<file path="config.mk">
export PLATFORM = sky130hd
export DESIGN_NAME = hack_writeback_stage
export DESIGN_NICKNAME = d
export VERILOG_FILES = /design/src/rtl/hack_pkg.sv /design/src/rtl/hack_jump_cond.sv /design/src/rtl/hack_writeback_stage.sv
export SDC_FILE = /design/constraint.sdc
export NUM_CORES = 1
export LEC_CHECK = 0
export ABC_AREA = 1
export CORE_MARGIN = 3
export CORE_UTILIZATION = 40
export CTS_CLUSTER_DIAMETER = 30
export CTS_CLUSTER_SIZE = 10
export DETAILED_ROUTE_END_ITERATION = 6
export PLACE_DENSITY = 0.76
export SLEW_MARGIN = 20
export SYNTH_ARGS = -nofsm -noshare
export SYNTH_HDL_FRONTEND = slang
export SYNTH_HIERARCHICAL = 1
export SYNTH_SLANG_ARGS = --single-unit
</file>
<file path="constraint.sdc">
create_clock -name clk -period 1.55 [get_ports clk]
set_input_delay 0.3875 -clock clk [delete_from_list [all_inputs] [get_ports clk]]
set_output_delay 0.3875 -clock clk [all_outputs]
set_load 0.01 [all_outputs]
</file>
<file path="src/rtl/hack_pkg.sv">
// Shared constants for the Hack CPU back end: field bit positions,
// named jump encodings and default datapath widths.
package hack_pkg;

  localparam int HACK_DATA_WIDTH = 16;
  localparam int HACK_PC_WIDTH   = 15;

  // Bit positions inside the 3-bit dest field {d1, d2, d3}
  localparam int DEST_A = 2;
  localparam int DEST_D = 1;
  localparam int DEST_M = 0;

  // Bit positions inside the 3-bit jmp field {j1, j2, j3}
  localparam int JMP_LT = 2;
  localparam int JMP_EQ = 1;
  localparam int JMP_GT = 0;

  // Named jump mnemonics as they appear in the instruction word
  typedef enum logic [2:0] {
    JNULL = 3'b000,
    JGT   = 3'b001,
    JEQ   = 3'b010,
    JGE   = 3'b011,
    JLT   = 3'b100,
    JNE   = 3'b101,
    JLE   = 3'b110,
    JMP   = 3'b111
  } jump_e;

endpackage

</file>
<file path="src/rtl/hack_jump_cond.sv">
// Jump condition decoder: turns the jmp field and ALU flags into a
// single taken bit. The flags are trusted exactly as delivered.
module hack_jump_cond
  import hack_pkg::*;
(
  input  logic [2:0] jmp,
  input  logic       zr,
  input  logic       ng,
  output logic       taken
);

  // Each jmp bit selects one of the three mutually exclusive outcomes
  assign taken = (jmp[JMP_LT] & ng)
               | (jmp[JMP_EQ] & zr)
               | (jmp[JMP_GT] & ~ng & ~zr);

endmodule

</file>
<file path="src/rtl/hack_writeback_stage.sv">
// Hack CPU writeback stage: holds the architectural A, D and PC
// registers, commits one instruction per handshake, resolves jumps
// and buffers a single outstanding data-memory write.
module hack_writeback_stage
  import hack_pkg::*;
#(
  parameter int DATA_WIDTH = HACK_DATA_WIDTH,
  parameter int PC_WIDTH   = HACK_PC_WIDTH
) (
  input  logic                  clk,
  input  logic                  rst_n,
  input  logic                  in_valid,
  output logic                  in_ready,
  input  logic                  is_c,
  input  logic [PC_WIDTH-1:0]   imm,
  input  logic [2:0]            dest,
  input  logic [2:0]            jmp,
  input  logic [DATA_WIDTH-1:0] alu_out,
  input  logic                  zr,
  input  logic                  ng,
  output logic [DATA_WIDTH-1:0] a_reg,
  output logic [DATA_WIDTH-1:0] d_reg,
  output logic [PC_WIDTH-1:0]   pc,
  output logic                  branch_taken,
  output logic                  mem_wr_valid,
  input  logic                  mem_wr_ready,
  output logic [PC_WIDTH-1:0]   mem_addr,
  output logic [DATA_WIDTH-1:0] mem_data,
  output logic [15:0]           retired
);

  logic                  accept;
  logic                  write_done;
  logic                  load_write;
  logic                  jump_taken;
  logic [DATA_WIDTH-1:0] imm_ext;
  logic [PC_WIDTH-1:0]   a_addr;
  logic [PC_WIDTH-1:0]   pc_inc;

  // A free write slot (or one draining this cycle) is all that gates intake
  assign in_ready   = !mem_wr_valid || mem_wr_ready;
  assign accept     = in_valid && in_ready;
  assign write_done = mem_wr_valid && mem_wr_ready;
  assign load_write = accept && is_c && dest[DEST_M];

  assign imm_ext = DATA_WIDTH'(imm);
  assign a_addr  = a_reg[PC_WIDTH-1:0];
  assign pc_inc  = pc + PC_WIDTH'(1);

  hack_jump_cond u_jump_cond (
    .jmp   (jmp),
    .zr    (zr),
    .ng    (ng),
    .taken (jump_taken)
  );

  // Architectural registers and retire counter; jump target and M address use A before this edge
  always_ff @(posedge clk or negedge rst_n) begin
    if (!rst_n) begin
      a_reg   <= '0;
      d_reg   <= '0;
      pc      <= '0;
      retired <= '0;
    end else if (accept) begin
      retired <= retired + 16'd1;
      if (!is_c) begin
        a_reg <= imm_ext;
        pc    <= pc_inc;
      end else begin
        if (dest[DEST_A]) a_reg <= alu_out;
        if (dest[DEST_D]) d_reg <= alu_out;
        pc <= jump_taken ? a_addr : pc_inc;
      end
    end
  end

  // One-cycle pulse marking that the previous accepted instruction redirected the PC
  always_ff @(posedge clk or negedge rst_n) begin
    if (!rst_n) begin
      branch_taken <= 1'b0;
    end else begin
      branch_taken <= accept && is_c && jump_taken;
    end
  end

  // Single-entry M write buffer: reload wins over drain so back-to-back writes see no bubble
  always_ff @(posedge clk or negedge rst_n) begin
    if (!rst_n) begin
      mem_wr_valid <= 1'b0;
      mem_addr     <= '0;
      mem_data     <= '0;
    end else if (load_write) begin
      mem_wr_valid <= 1'b1;
      mem_addr     <= a_addr;
      mem_data     <= alu_out;
    end else if (write_done) begin
      mem_wr_valid <= 1'b0;
    end
  end

endmodule

</file>
==> results.txt <==
largest net degree at the start of global routing: 41
dpl hpwl: 10.06 mm
Yosys top cell area share: 53.33%
die width: 112.1 um
routed vias/inst: 5.143
area of the core: 0.01094 mm2
Critical Path Stages: 11
Filler cells: 903
CTS root buffer: clkbuf_16
adder-cell share of the synthesized area: 0.5556%
Compound-Gate Fraction of Synth Area: 12.81%
clock skew: 0.004631 ns
element type at the critical path start: input pin
WS Path Type: in -> reg
Setup crit end kind: register
final period utilization: 97.51%
Worst Hold Class: in -> async
met3 wire length: 1.369 mm
RD Place Congestion: 0.9059
sum of buffers and inverters on the critical path: 4
Fmax achieved: 661.6 MHz
number of H-tree levels: 3
Via Count: 4582
status: complete, no violations
Final Hold Viols: 0
Finished Core Util: 65.19%
Post-synth top flop: dfrtp_1
P&R area growth vs syn: 58.28%
Yosys Warn Count: 6
Worst VDD drop: 0.8127 mV
power density over cell area: 1254 mW/mm2
Routed WL: 14.87 mm
Final Setup Violations: 0
Yosys reg bits: 96
per-cell routed wire length: 16.69 um
initial antenna violation count: 1
Min Clock Period, post-route: 1.511 ns
clock transition at the registers of the reported paths: 0.07 ns
Max Cap Viol: 0
Initial Util: 41.19%
Rows: 38
dominant cell type by area after synthesis: dfrtp_1
M1 WL: 6.004 mm
syn avg cell area: 8.280 um2
largest family of logic cells by synthesized area: simple AND/OR/NAND/NOR gates
R2R cell count: 7
CP max stage delay: 0.40 ns
antenna viol nets, final: 0
die height: 112.1 um
worst-path cell chain: clkdlybuf4s50_1, nand2_1, nand2_1, inv_2, nand2_4, nand2_8, inv_8, nand2_8, clkinvlp_4, nor3_2, nor2_1
met2 WL: 7.317 mm
RSZ-0062 raised after global routing: true
Max clock buf depth: 2
Residual DRC: 0
sequential area share after synthesis: 53.33%
EDFF count, synth: 0
die area: 0.01257 mm2
worst-margin pin slew: 0.4028 ns
slowest CP cell: clkdlybuf4s50_1
port bufs: 140
fraction of layout cells with a size suffix above 1: 18.11%
Worst EP arrival: 1.74 ns
asr flop ratio synth: 100.0%
CTS tree: done
final slew viol count: 0
Pleak: 3.615 nW
multiplexer area fraction after synthesis: 0%
worst path required time: 1.78 ns
Initial DRC Count: 241
Sink Count: 96
Worst-Skew Late Latency: 0.34 ns
highest metal used: met5
I/O pin total: 141
Netlist cell types: 36
vias in the first global route: 4491
Post-Syn Area: 0.004504 mm2
overall power: 8.942 mW
Area contributors post-synth: dfrtp_1, nand2_1, o21ai_1
CP Max Fanout: 6
Total Routing Usage GR: 23.06%
first-pass GRT wire length: 23.29 mm
post-synth net total: 590
ant diodes: 0
DR pass1 iterations: 5
Syn Inst Count: 544
relative max-transition margin: 73.05%
simple-gate share of the synthesized area: 23.81%
nets: 792
remaining global-route overflow: 0
CP delay by family, top: simple AND/OR/NAND/NOR gates
Synth Area in XOR/XNOR: 1.361%
CTS Buf Count: 9
[cell usage in the layout, fill, tap and decap left out, types with 11 or more instances in the layout]
master	netlist	routed
clkbuf_16	0	11
buf_4	3	49
o21ai_0	33	27
o21ai_1	46	47
nand2_1	159	152
inv_1	58	55
clkdlybuf4s50_1	0	37
nand3_1	21	21
dlygate4sd2_1	0	98
dfrtp_1	96	92
nor2_1	43	39
o211ai_1	15	15
[cell usage after synthesis, types with 2 or more instances]
cell type,count
a21oi_1,5
buf_2,11
buf_4,3
buf_6,4
clkbuf_1,2
dfrtp_1,96
ha_1,2
inv_1,58
nand2_1,159
nand2_2,4
nand3_1,21
nand3b_1,2
nand4_1,4
nor2_1,43
nor2_2,2
nor3_1,11
o211ai_1,15
o21ai_0,33
o21ai_1,46
o22ai_1,2
xnor2_1,4
xor2_1,3
[per-layer routing]
layer,up-vias,GRT usage (%)
met5,-,0
met1,2194,29.92
met2,195,37.94
met4,2,5.208
li1,2173,-
met3,18,7.439
[layout make-up]
| type | instances | area, um2 | area share (%) |
|---|---|---|---|
| sequential | 96 | 2407 | 33.77 |
| timing repair buffer | 212 | 2091 | 29.33 |
| multi-input combinational | 367 | 1914 | 26.85 |
| inverter | 60 | 236.5 | 3.317 |
| clock buffer | 9 | 225.2 | 3.159 |
| tap | 140 | 175.2 | 2.457 |
| clock inverter | 7 | 80.08 | 1.123 |
[final timing paths]
path                           endpoint  slack (ns)          from
setup reg to reg              a_reg[10]        0.08  mem_wr_valid
min in group clk               d_reg[2]        0.49      d_reg[2]
max in group asynchronous  mem_data[12]        0.56         rst_n
hold reg to reg                d_reg[2]        0.49      d_reg[2]
hold / removal               retired[6]        0.48         rst_n
setup / recovery                  pc[5]        0.04        jmp[2]
[cells by family after synthesis]
group	after synthesis
and+or+nand+nor	252
AOI/OAI and AO/OA	105
DFF	96
buffers and inverters	82
xor gates and xnor gates	7
adders and majority gates	2
[timing repair]
item                       CTS  global route
hold buffers                 1             0
pin swaps                    7            13
cloned                       4             5
buffers inserted            23             3
resized for setup          131            45
setup endpoints to repair  174            69
hold endpoints to repair    17             0
[per-stage QoR]
step | area, um2 | hold slack [ns] | cells | setup slack, ns | TNS [ns]
2_1_floorplan | 4504 | 0.09191 | 544 | 0.1634 | 0
3_3_place_gp | 6300 | 0.2958 | 840 | -0.5707 | -38.81
3_5_place_dp | 6300 | 0.2979 | 840 | -0.6405 | -42.59
4_1_cts | 6884 | 0.4718 | 884 | -0.04514 | -0.2063
5_1_grt | 7129 | 0.4882 | 891 | -0.03210 | -0.03759
6_report | 7129 | 0.4755 | 891 | 0.03857 | 0
[where the power goes]
group	switching [mW]	internal [mW]	total [mW]
clock network	1.01	1.27	2.28
registers	0.471	3.06	3.53
logic	1.69	1.43	3.13
(Power assumes the default switching activity.)
